<file path="src/rtl/branch_predict_unit.sv">
// Branch resolver with a direct-mapped BTB of saturating counters: predicts at fetch,
// resolves and trains in EX, flags mispredicts and keeps saturating statistics.
module branch_predict_unit #(
    parameter int PC_W    = 9,
    parameter int ENTRIES = 16,
    parameter int CTR_W   = 2,
    parameter int STAT_W  = 16
) (
    input  logic              clk,
    input  logic              reset,
    input  logic [PC_W-1:0]   if_pc,
    output logic              pred_taken,
    output logic [PC_W-1:0]   pred_target,
    input  logic              ex_valid,
    input  logic [PC_W-1:0]   ex_pc,
    input  logic [31:0]       ex_imm,
    input  logic              ex_branch,
    input  logic              ex_jal,
    input  logic [31:0]       ex_alu_result,
    input  logic              ex_pred_taken,
    input  logic [PC_W-1:0]   ex_pred_target,
    output logic [31:0]       ex_pc_imm,
    output logic [31:0]       ex_pc_four,
    output logic              redirect,
    output logic [31:0]       redirect_pc,
    output logic [STAT_W-1:0] stat_resolved,
    output logic [STAT_W-1:0] stat_mispred
);

    localparam int IDX_W = $clog2(ENTRIES);
    localparam int TAG_W = PC_W - IDX_W - 2;

    localparam logic [CTR_W-1:0]  CTR_MAX  = '1;
    localparam logic [CTR_W-1:0]  CTR_WEAK = CTR_W'(1) << (CTR_W - 1);
    localparam logic [CTR_W-1:0]  CTR_RST  = CTR_WEAK - CTR_W'(1);
    localparam logic [STAT_W-1:0] STAT_MAX = '1;

    logic             r_valid  [ENTRIES];
    logic [TAG_W-1:0] r_tag    [ENTRIES];
    logic [PC_W-1:0]  r_target [ENTRIES];
    logic [CTR_W-1:0] r_ctr    [ENTRIES];

    logic [STAT_W-1:0] r_stat_resolved;
    logic [STAT_W-1:0] r_stat_mispred;

    logic [IDX_W-1:0] w_if_idx;
    logic [TAG_W-1:0] w_if_tag;
    logic             w_if_hit;

    logic [IDX_W-1:0] w_ex_idx;
    logic [TAG_W-1:0] w_ex_tag;
    logic             w_ex_hit;
    logic [CTR_W-1:0] w_ctr_cur;
    logic [CTR_W-1:0] w_ctr_next;

    logic             w_res;
    logic             w_act_taken;
    logic             w_target_wrong;
    logic             w_mispred;

    // Fetch-side lookup reads the table registers directly; no bypass from a same-cycle update.
    assign w_if_idx    = if_pc[IDX_W+1:2];
    assign w_if_tag    = if_pc[PC_W-1:IDX_W+2];
    assign w_if_hit    = r_valid[w_if_idx] && (r_tag[w_if_idx] == w_if_tag);
    assign pred_taken  = w_if_hit && r_ctr[w_if_idx][CTR_W-1];
    assign pred_target = r_target[w_if_idx];

    assign ex_pc_imm  = 32'(ex_pc) + ex_imm;
    assign ex_pc_four = 32'(ex_pc) + 32'd4;

    assign w_res          = ex_valid && (ex_branch || ex_jal);
    assign w_act_taken    = ex_jal || (ex_branch && ex_alu_result[0]);
    assign w_target_wrong = ex_pred_target != ex_pc_imm[PC_W-1:0];
    assign w_mispred      = w_res && ((w_act_taken != ex_pred_taken) ||
                                      (w_act_taken && ex_pred_taken && w_target_wrong));

    assign redirect    = w_mispred;
    assign redirect_pc = (w_res && w_act_taken) ? ex_pc_imm : ex_pc_four;

    assign w_ex_idx  = ex_pc[IDX_W+1:2];
    assign w_ex_tag  = ex_pc[PC_W-1:IDX_W+2];
    assign w_ex_hit  = r_valid[w_ex_idx] && (r_tag[w_ex_idx] == w_ex_tag);
    assign w_ctr_cur = r_ctr[w_ex_idx];

    always_comb begin
        w_ctr_next = w_ctr_cur;
        if (ex_jal) begin
            w_ctr_next = CTR_MAX;
        end else if (!w_ex_hit) begin
            w_ctr_next = CTR_WEAK;
        end else if (w_act_taken) begin
            w_ctr_next = (w_ctr_cur == CTR_MAX) ? CTR_MAX : w_ctr_cur + CTR_W'(1);
        end else begin
            w_ctr_next = (w_ctr_cur == '0) ? '0 : w_ctr_cur - CTR_W'(1);
        end
    end

    // A taken outcome (re)writes the whole entry, which covers both allocation and hit-training;
    // a not-taken outcome only ever touches the counter of an existing entry.
    generate
        for (genvar gi = 0; gi < ENTRIES; gi++) begin : g_entry
            always_ff @(posedge clk or posedge reset) begin
                if (reset) begin
                    r_valid[gi]  <= 1'b0;
                    r_tag[gi]    <= '0;
                    r_target[gi] <= '0;
                    r_ctr[gi]    <= CTR_RST;
                end else if (w_res && (w_ex_idx == IDX_W'(gi))) begin
                    if (w_act_taken) begin
                        r_valid[gi]  <= 1'b1;
                        r_tag[gi]    <= w_ex_tag;
                        r_target[gi] <= ex_pc_imm[PC_W-1:0];
                        r_ctr[gi]    <= w_ctr_next;
                    end else if (w_ex_hit) begin
                        r_ctr[gi]    <= w_ctr_next;
                    end
                end
            end
        end
    endgenerate

    always_ff @(posedge clk or posedge reset) begin
        if (reset) begin
            r_stat_resolved <= '0;
            r_stat_mispred  <= '0;
        end else begin
            if (w_res && (r_stat_resolved != STAT_MAX))
                r_stat_resolved <= r_stat_resolved + STAT_W'(1);
            if (w_mispred && (r_stat_mispred != STAT_MAX))
                r_stat_mispred <= r_stat_mispred + STAT_W'(1);
        end
    end

    assign stat_resolved = r_stat_resolved;
    assign stat_mispred  = r_stat_mispred;

endmodule

</file>
<file path="config.mk">
export PLATFORM = sky130hd
export DESIGN_NAME = branch_predict_unit
export DESIGN_NICKNAME = d
export VERILOG_FILES = /design/src/rtl/branch_predict_unit.sv
export SDC_FILE = /design/constraint.sdc
export NUM_CORES = 1
export LEC_CHECK = 0
export BUFFER_PORTS_ARGS = -buffer_cell sky130_fd_sc_hd__buf_2
export CORE_MARGIN = 8
export CORE_UTILIZATION = 45
export DETAILED_ROUTE_END_ITERATION = 16
export MAX_ROUTING_LAYER = met4
export PLACE_DENSITY_LB_ADDON = 0.1
export SLEW_MARGIN = 10
export SYNTH_ARGS = -nofsm -noshare
export SYNTH_HDL_FRONTEND = slang
export SYNTH_SLANG_ARGS = --single-unit
</file>
<file path="constraint.sdc">
create_clock -name clk -period 10.2 [get_ports clk]
set_input_delay 2.04 -clock clk [delete_from_list [all_inputs] [get_ports clk]]
set_output_delay 2.04 -clock clk [all_outputs]
set_load 0.01 [all_outputs]
</file>
==> out/summary.txt, run 1 <==
Netlist cell types: 60
CP max FO: 31
Vias in the first global route: 10200
Router iterations before antenna repair: 5
Placement Rows: 65
Slew headroom: 20.5%
Syn. warnings: 0
Dpl cells: 1749
Yosys reg bits: 272
Most frequent cells in the layout: 256 x dfrtp_1, 179 x buf_2, 174 x nand2_1, 117 x mux2_2, 115 x o21ai_0
Outcome: complete, no violations
Worst VDD drop: 0.000131 V
Drt first-iter violations: 610
TritonCTS clock tree: yes
Initial antenna violation count: 2
CTS clk-pin slew, worst paths: 0.05 ns
Worst EP required: 8.16 ns
Final total power: 3.38 mW
Clk root buf: clkbuf_16
Ports: 236
Worst path max stage delay: 0.48 ns
Hold-fix buffers, CTS: 0
Hold Crit Class: flop to flop
Final GP Congestion: 0.859
Least-Margin Pin Slew: 1.19 ns
Drt drc: 0
Total gr overflow: 0
Worst Skew: 0.00741 ns
Design area: 16500 sq um
Routed WL per cell: 22.4 um
PostCTS Resize Cnt: 0
Initial Utilization: 45.7%
Clock Sink Count: 272
Post-route minimum period: 7.16 ns
Final setup TNS: 0 ns
Non-filler cells, final: 1807
Post-Route Utilization: 52.3%
Total global-route track usage: 21.7%
Fin. max-slew vios: 0
Seq pwr share: 45.2%
Setup WS pre-CTS: 2.89 ns
Hold Path Origin: r_target[13]$_DFFE_PP0P_
Die area: 38100 sq um
Clock power share: 31.4%
Crit end category: primary output
Combinational power share: 23.5%
Final worst slack: 3.04 ns
Mapped Avg Cell Area: 11.7 sq um
Switch Pwr: 0.999 mW
Synth Flop Type: dfrtp_1
Ys async rst share: 100%
Crit path DAT: 5.12 ns
Final Setup Violations: 0
Internal power contribution: 2.38 mW
Bufs on Longest Clock Path: 3
DIE HEIGHT: 195 um
Final nets: 1494
Critical path's slowest cell: buf_4
Core Box Area: 31600 sq um
Worst R2R Start: r_tag[37]$_DFFE_PP0P_
CTS buffer count: 31
Clock Latency Late Sink: 0.55 ns
Vias: 10100
Post-CTS Setup Bufs: 0
First-pass GRT wire length: 63.2 mm
Most common cell after layout, fill and taps aside: dfrtp_1
CP Launch Point: ex_pc[2]
H-tree depth: 1
Leakage: 7.55 nW
WS Path Type: primary input to primary output
CP Cell Sequence: buf_2, buf_4, ha_1, xnor2_1, buf_4, inv_1, xnor2_1, nand3_1, nor4b_1, a41oi_1, nor2_1, nor2_1, buf_2
Startpoint Class: primary input
Cell Pwr Density: 204 nW/um^2
Endpoints failing hold: 0
Post-Place Cell Area: 15600 sq um
Max Fclk: 0.140 GHz
Seq/Total Area, Yosys: 47.2%
Port bufs: 180
Layout area overhead: 14.3%
RSZ-0062 raised after global routing: false
Share of layout cells above drive strength 1: 33.5%
Die X: 195 um
Period utilization: 70.2%
Final HPWL DP: 26.6 mm
Net Sw Frac: 29.6%
Final wirelength: 40.4 mm
Post-DRT Antenna Nets: 0
Number of synthesized flops with an enable pin: 0
Number of max-cap violations: 0
Vias per cell: 5.61
Hold Worst Slack: 0.472 ns
Mapped Area: 14500 sq um
Largest net degree at the start of global routing: 142
Syn Inst Count: 1236
## worst max-delay path: cells and delay by family
kind / cells / cell delay (ns)
buffers and inverters: 5 / 1.06
xor gates and xnor gates: 2 / 0.36
adders and majority gates: 1 / 0.39
AOI/OAI and AO/OA: 1 / 0.38
and+or+nand+nor: 4 / 0.87
## worst paths after layout
kind,end,slack (ns),cells past startpoint
min in group asynchronous,stat_mispred[10]$_DFFE_PP0P_,1.62,2
max in group asynchronous,r_target[22]$_DFFE_PP0P_,7.24,3
min reg2reg,r_target[13]$_DFFE_PP0P_,0.47,2
max,redirect,3.04,13
min,r_target[13]$_DFFE_PP0P_,0.47,2
max reg2reg,r_ctr[19]$_DFFE_PP0P_,7.25,8
## registers in the layout, indices dropped and copies added (netlist names)
signal and flops:
stat_mispred 16, stat_resolved 16, r_target 144, r_valid 16
r_tag 48, r_ctr 32
## layout make-up
class                   instances  area (sq um)
repair buffers                200          1070
fillers                      2795         15100
diodes                          1          2.50
well taps                     402           503
inverters                      21          86.3
clock buffers                  41           823
clock inverters                16           134
multi-input cells             854          7100
flip-flops and latches        272          6830
## cells in the mapped netlist, types with 3 or more instances
cell      instances  share of area [%]
and2_1            5               0.22
nand2b_1         23               0.99
and3_1           11               0.48
inv_1            21               0.54
ha_1             16                1.4
xor2_1           31                1.9
clkbuf_1         63                1.6
nor3_1           11               0.38
o31ai_2           3               0.26
mux4_1            6                1.1
mux2i_1           4               0.28
a211oi_1          4               0.21
dfrtp_1         256                 44
buf_4            25                1.3
dfstp_2          16                2.9
mux2_1            3               0.23
mux2_2          117                9.1
nor2b_1          25                1.1
nor4_1            6               0.26
o21a_1            3               0.16
buf_2             7               0.24
o21ai_0         115                4.0
o21ai_1           8               0.28
nand2_1         174                4.5
nand4_1          15               0.65
nor2_1           29               0.75
or3_1             4               0.17
o32a_1            8               0.55
nand3_1          29                1.0
buf_6             3               0.23
o211ai_1         11               0.57
buf_1            11               0.29
mux4_2           81                 13
o22a_1            4               0.24
a21oi_1          14               0.48
xnor2_1          45                2.7
## power by group through the flow
stage          clock (mW)  sequential [mW]  combinational [mW]
2_1_floorplan           0             1.50               0.578
3_3_place_gp            0             1.53               0.788
3_5_place_dp            0             1.54               0.804
4_1_cts              1.09             1.52               0.806
5_1_grt              1.13             1.56               0.878
6_report             1.06             1.53               0.793
## kinds of logic after synthesis
| group | Yosys count | share of synthesized area [%] |
|---|---|---|
| muxes | 211 | 23.3 |
| buffers and inverters | 131 | 4.38 |
| AOI/OAI and AO/OA | 186 | 7.78 |
| xor gates and xnor gates | 77 | 4.76 |
| other | 1 | 0.0259 |
| and+or+nand+nor | 340 | 11.0 |
| DFF | 272 | 47.2 |
| adders and majority gates | 18 | 1.59 |
## per-layer routing
| layer | track usage [%] | up-vias | share of wire, % |
|---|---|---|---|
| met3 | 3.08 | 71 | 3.8 |
| met2 | 34.7 | 186 | 49 |
| met4 | 5.92 | 0 | 2.6 |
| li1 | - | 4683 | - |
| met1 | 28.9 | 5190 | 45 |
| met5 | - | - | 0 |
Note: power is estimated with default switching activity, not from simulation.
==> inputs of run 2 (changes only) <==
clock period = 6.15 ns   (was 10.2 ns; I/O delays follow)
==> out/summary.txt, run 2 (synthesis gave the netlist of run 1 again) <==
Outcome: complete, no violations
Max Fclk: 0.188 GHz
PostCTS Resize Cnt: 0 (unchanged)
Routed WL per cell: 22.9 um (+2.1%)
Hold Crit Class: flop to flop
Layout area overhead: 15.1%
Post-CTS Setup Bufs: 0 (unchanged)
Total gr overflow: 0 (unchanged)
CP delay by family, top: compound AO/OA/AOI/OAI gates
Clock power share: 31.7% (+0.3 points)
Startpoint Class: primary input
Critical path buffer and inverter count: 2 (-3)
Most frequent cells in the layout: 256 x dfrtp_1, 179 x buf_2, 174 x nand2_1, 117 x mux2_2, 115 x o21ai_0
Drt first-iter violations: 643 (+5.4%)
Total global-route track usage: 22.3% (+0.57 points)
Core Box Area: 31600 sq um (unchanged)
Post-Route Utilization: 52.6% (+0.34 points)
Post-DRT Antenna Nets: 0 (unchanged)
Post-route minimum period: 5.33 ns
WS Path Type: primary input to primary output
Ports: 236 (unchanged)
Vias in the first global route: 10500 (+2.4%)
CTS clk-pin slew, worst paths: 0.06 ns (about the same)
First-pass GRT wire length: 64.4 mm (+2.0%)
Initial Utilization: 45.7% (unchanged)
Vias per cell: 5.61 (about the same)
Worst Skew: 0.0114 ns (+0.00397 ns)
Fin. max-slew vios: 0 (unchanged)
Max reg flops: 144 (unchanged)
Crit end category: primary output
Placement Rows: 65 (unchanged)
CP Cell Sequence: buf_2, ha_1, fa_1, a211oi_1, o21ai_0, xnor2_1, nor4b_1, a41oi_1, nor2_1, nor2_1, buf_2
Final wirelength: 41.5 mm (+2.5%)
H-tree depth: 1 (unchanged)
CP max FO: 3 (-90%)
Final total power: 5.66 mW (+67%)
Net Sw Frac: 29.3% (-0.24 points)
Router iterations before antenna repair: 5 (unchanged)
Critical path's slowest cell: fa_1
Slew headroom: 21.8% (+1.3 points)
Largest net degree at the start of global routing: 148 (+4.2%)
Vias: 10200 (+0.42%)
Hold-fix buffers, CTS: 0 (unchanged)
Setup WS pre-CTS: 0.794 ns (-2.09 ns)
Period utilization: 86.7%
Hold Worst Slack: 0.474 ns (+0.00170 ns)
TritonCTS clock tree: yes
Final setup TNS: 0 ns (unchanged)
Port bufs: 180 (unchanged)
Final Setup Violations: 0 (unchanged)
CTS buffer count: 30 (-3.2%)
Combinational power share: 23.5% (about the same)
Design area: 16600 sq um (+0.66%)
DIE HEIGHT: 195 um (unchanged)
Endpoints failing hold: 0 (unchanged)
Crit path DAT: 4.10 ns (-1.02 ns)
Final HPWL DP: 28.0 mm (+5.2%)
Most common cell after layout, fill and taps aside: dfrtp_1
Final worst slack: 0.820 ns (-2.22 ns)
Seq pwr share: 44.8% (-0.4 points)
RSZ-0062 raised after global routing: false
Die X: 195 um (unchanged)
Switch Pwr: 1.66 mW (+66%)
Number of max-cap violations: 0 (unchanged)
Cell Pwr Density: 340 nW/um^2 (+66%)
Clock Sink Count: 272 (unchanged)
Post-Place Cell Area: 15600 sq um (+0.41%)
Final nets: 1502 (+0.54%)
Die area: 38100 sq um (unchanged)
Dpl cells: 1758 (+0.51%)
Clock Latency Late Sink: 0.56 ns (about the same)
Clk root buf: clkbuf_16
Least-Margin Pin Slew: 1.17 ns (-0.0194 ns)
Initial antenna violation count: 1 (-1)
Non-filler cells, final: 1814 (+0.39%)
Final GP Congestion: 0.901 (+4.9%)
Top Registers: r_target x144, r_tag x48, r_ctr x32
Leakage: 7.61 nW (+0.75%)
Share of layout cells above drive strength 1: 34.2% (+0.61 points)
Internal power contribution: 4.00 mW (+68%)
Worst path max stage delay: 0.52 ns (+0.04 ns)
Largest Register: r_target
Worst EP required: 4.92 ns (-3.24 ns)
Filler cells: 2818 (+0.82%)
Bufs on Longest Clock Path: 3 (unchanged)
Drt drc: 0 (unchanged)
Worst VDD drop: 0.000228 V (+75%)
-- run 2: worst paths after layout --
check | end | cells after the start | start | slack [ns]
min in group asynchronous | stat_mispred[2]$_DFFE_PP0P_ | 2 | reset | 0.65
max in group asynchronous | r_target[113]$_DFFE_PP0P_ | 3 | reset | 4.38
worst min-delay path | r_target[20]$_DFFE_PP0P_ | 2 | r_target[20]$_DFFE_PP0P_ | 0.47
worst max-delay path | redirect | 11 | ex_pc[0] | 0.82
worst min register to register | r_target[20]$_DFFE_PP0P_ | 2 | r_target[20]$_DFFE_PP0P_ | 0.47
worst max register to register | r_ctr[26]$_DFFE_PP1P_ | 5 | r_ctr[12]$_DFFE_PP1P_ | 3.04
-- run 2: metal layers --
metal	vias up	track usage, %	share of wire [%]
li1	4683	-	-
met1	5186	30.2	45
met2	248	35.5	48
met3	56	3.25	5.0
met4	0	5.00	1.8
met5	-	-	0
-- run 2: cell type report --
cell class | instances | area [sq um] | area share, %
antenna | 1 | 2.50 | 0.0150
clock buffer | 46 | 921 | 5.53
clock inverter | 9 | 81.3 | 0.489
inverter | 21 | 82.6 | 0.496
multi-input combinational | 854 | 7100 | 42.6
sequential | 272 | 6830 | 41.0
tap | 402 | 503 | 3.02
timing repair buffer | 209 | 1130 | 6.81
-- run 2: worst reg2reg max path, delay by kind of cell (launching register included) --
kind                       cells  cell delay [ns]
DFF                            1             0.37
muxes                          3             1.40
AOI/OAI and AO/OA              1             0.91
adders and majority gates      1             0.38
-- run 2: power by group through the flow --
stage / clock, mW / combinational [mW] / sequential (mW)
after floorplan: 0 / 0.958 / 2.49
after global placement: 0 / 1.32 / 2.54
after detailed placement: 0 / 1.35 / 2.56
after CTS: 1.84 / 1.35 / 2.53
after global routing: 1.91 / 1.47 / 2.60
final: 1.80 / 1.33 / 2.54
==> inputs of run 3 (changes only) <==
ABC_AREA = 1   (was unset)
MAX_ROUTING_LAYER = unset   (was met4)
==> out/summary.txt, run 3 <==
Critical path's slowest cell: fa_1
Mapped Avg Cell Area: 7.38 sq um (-37%)
Die X: 201 um (+3.0%)
R2R depth: 9 (+4)
Top Registers: r_target x144, r_tag x48, r_ctr x32
Setup crit end: redirect_pc[22]
Layout area overhead: 13.2%
Core Box Area: 34200 sq um (+8.1%)
Syn Inst Count: 2091 (+69%)
Slew headroom: 26.5% (+4.7 points)
Max reg flops: 144 (unchanged)
CP Cell Sequence: buf_2, ha_1, fa_1, nand2_1, nand2_1, nand3_1, nand2_1, a21oi_1, nor2_1, nand2_1, xor2_1, inv_1, nor2_1, buf_2
DIE HEIGHT: 201 um (+3.0%)
Leakage: 8.65 nW (+14%)
Clock Sink Count: 272 (unchanged)
Initial Utilization: 45.1% (-0.58 points)
Critical path's most frequent cell: nand2_1
Seq/Total Area, Yosys: 44.2% (-3.0 points)
Yosys reg bits: 272 (unchanged)
Max Fclk: 0.206 GHz (+9.9%)
Design area: 17500 sq um (+5.0%)
Worst R2R Start: stat_mispred[0]$_DFFE_PP0P_
Synth Flop Type: dfrtp_1
Crit path DAT: 3.62 ns (-0.48 ns)
Port bufs: 180 (unchanged)
Ports: 236 (unchanged)
Post-Route Utilization: 51.1% (-1.5 points)
Syn. warnings: 0 (unchanged)
Routed WL per cell: 18.6 um (-18%)
Largest Register: r_target
RSZ-0062 raised after global routing: false
Initial antenna violation count: 5 (+4)
Drt drc: 0 (unchanged)
Synth cell count leaders: 582 x nand2_1, 332 x o21ai_0, 256 x dfrtp_1
Final GP Congestion: 0.931 (+3.3%)
Clk root buf: clkbuf_16
Final Setup Violations: 0 (unchanged)
Post-CTS Setup Bufs: 0 (unchanged)
Drt first-iter violations: 1227 (+91%)
Most frequent cells in the layout: 582 x nand2_1, 332 x o21ai_0, 256 x dfrtp_1, 194 x inv_1, 179 x buf_2
Die area: 40500 sq um (+6.2%)
Post-route minimum period: 4.85 ns (-0.482 ns)
Total gr overflow: 0 (unchanged)
CP Launch Point: ex_pc[0]
Mapped Area: 15400 sq um (+6.7%)
Clock Latency Late Sink: 0.57 ns (about the same)
Worst VDD drop: 0.000249 V (+8.9%)
Startpoint Class: primary input
R2r setup slk: 3.57 ns (+0.53 ns)
Largest net degree at the start of global routing: 142 (-4.1%)
Crit end category: primary output
Share of layout cells above drive strength 1: 13.1% (-21 points)
CTS clk-pin slew, worst paths: 0.06 ns (about the same)
Worst path max stage delay: 0.39 ns (-0.13 ns)
Hold-fix buffers, CTS: 0 (unchanged)
Synth top area share: 41.5% (-2.8 points)
CP max FO: 5 (+2)
Placement Rows: 68 (+4.6%)
First-pass GRT wire length: 79.6 mm (+24%)
Post-DRT Antenna Nets: 0 (unchanged)
Worst EP required: 4.92 ns (about the same)
Fin. max-slew vios: 0 (unchanged)
Period utilization: 78.8% (-7.8 points)
Final total power: 5.34 mW (-5.6%)
Router iterations before antenna repair: 7 (+2)
Final wirelength: 50.1 mm (+21%)
Least-Margin Pin Slew: 1.10 ns (-0.0710 ns)
Most common cell after layout, fill and taps aside: nand2_1
CTS buffer count: 30 (unchanged)
Hold Crit Class: flop to flop
Cell with the most instances after synthesis: nand2_1
Netlist cell types: 44 (-27%)
PostCTS Resize Cnt: 0 (unchanged)
Endpoints failing hold: 0 (unchanged)
Vias: 14300 (+41%)
Total global-route track usage: 24.2% (+1.9 points)
Final setup TNS: 0 ns (unchanged)
H-tree depth: 1 (unchanged)
WS Path Type: primary input to primary output
Number of max-cap violations: 0 (unchanged)
TritonCTS clock tree: yes
Cell Pwr Density: 306 nW/um^2 (-10%)
Outcome: complete, no violations
Worst R2R End: stat_mispred[1]$_DFFE_PP0P_
Main area contributors after synthesis: dfrtp_1 41%, nand2_1 14%, o21ai_0 11%
Ys async rst share: 100% (unchanged)
Vias in the first global route: 14100 (+35%)
Bufs on Longest Clock Path: 3 (unchanged)
Post-Place Cell Area: 16500 sq um (+5.4%)
Cell taking the most area after synthesis: dfrtp_1
Number of synthesized flops with an enable pin: 0 (unchanged)
Final HPWL DP: 34.4 mm (+23%)
Vias per cell: 5.34 (-4.8%)
Worst Skew: 0.0131 ns (+0.00170 ns)
Final nets: 2319 (+54%)
[run 3: changes by cell type after synthesis, sizes merged, moves of 32 or more]
| cell | before | now |
|---|---|---|
| nor2 | 29 | 161 |
| inv | 21 | 197 |
| xnor2 | 45 | 13 |
| a21oi | 14 | 86 |
| mux2 | 120 | 0 |
| mux4 | 87 | 0 |
| nand3 | 29 | 71 |
| nand2 | 174 | 587 |
| o21ai | 124 | 340 |
[run 3: how the worst min path moves through the flow]
stage,slack [ns],start,depth (start not counted),end
2_1_floorplan,0.43,r_valid[13]$_DFFE_PP0P_,2,r_valid[13]$_DFFE_PP0P_
3_3_place_gp,0.45,r_valid[13]$_DFFE_PP0P_,2,r_valid[13]$_DFFE_PP0P_
3_5_place_dp,0.45,r_valid[9]$_DFFE_PP0P_,2,r_valid[9]$_DFFE_PP0P_
4_1_cts,0.47,r_ctr[4]$_DFFE_PP1P_,2,r_ctr[4]$_DFFE_PP1P_
5_1_grt,0.48,r_ctr[22]$_DFFE_PP1P_,2,r_ctr[22]$_DFFE_PP1P_
6_report,0.47,r_ctr[22]$_DFFE_PP1P_,2,r_ctr[22]$_DFFE_PP1P_
[run 3: critical path, delay by kind of cell]
family                     cells  cell delay [ns]
AOI/OAI and AO/OA              1             0.38
xor gates and xnor gates       1             0.19
adders and majority gates      2             0.62
buffers and inverters          3             0.31
and+or+nand+nor                7             0.90
[run 3: cells by family (layout without fill, tap and decap cells)]
| logic type | Yosys count | in the layout | share of synthesized area [%] |
|---|---|---|---|
| flip-flops | 272 | 272 | 44.2 |
| AND/OR/NAND/NOR | 895 | 895 | 23.7 |
| other | 1 | 24 | 0.0243 |
| buffers and inverters | 339 | 456 | 9.40 |
| adder cells (fa/ha/maj) | 17 | 17 | 1.43 |
| AO/OA/AOI/OAI | 519 | 519 | 18.5 |
| XOR/XNOR | 48 | 48 | 2.72 |
[run 3: where the power goes]
group | internal (mW) | switching [mW]
sequential | 2.18 | 0.220
combinational | 0.404 | 0.741
clock | 1.05 | 0.748
total | 3.63 | 1.71
[run 3: through the flow]
stage	setup slack, ns	std cells	hold slack, ns
final	1.30	2686	0.468
after CTS	1.29	2684	0.466
after global placement	1.34	2628	0.449
after global routing	0.921	2685	0.477
after detailed placement	1.30	2628	0.454
after floorplan	1.34	2112	0.431
[run 3: area by class of cell]
type	count	area [sq um]
flip-flops and latches	272	6830
inverters	199	751
well taps	455	569
clock inverters	13	143
diodes	2	5.00
repair buffers	201	1100
multi-input cells	1501	7240
fillers	3468	16700
clock buffers	43	850
[run 3: per-layer routing]
metal | GRT usage [%] | vias to the layer above | share of wire, %
met3 | 5.03 | 71 | 7.2
li1 | - | 7018 | -
met4 | 5.66 | 6 | 1.9
met5 | 0 | - | 0.076
met1 | 32.8 | 6769 | 45
met2 | 39.3 | 475 | 46
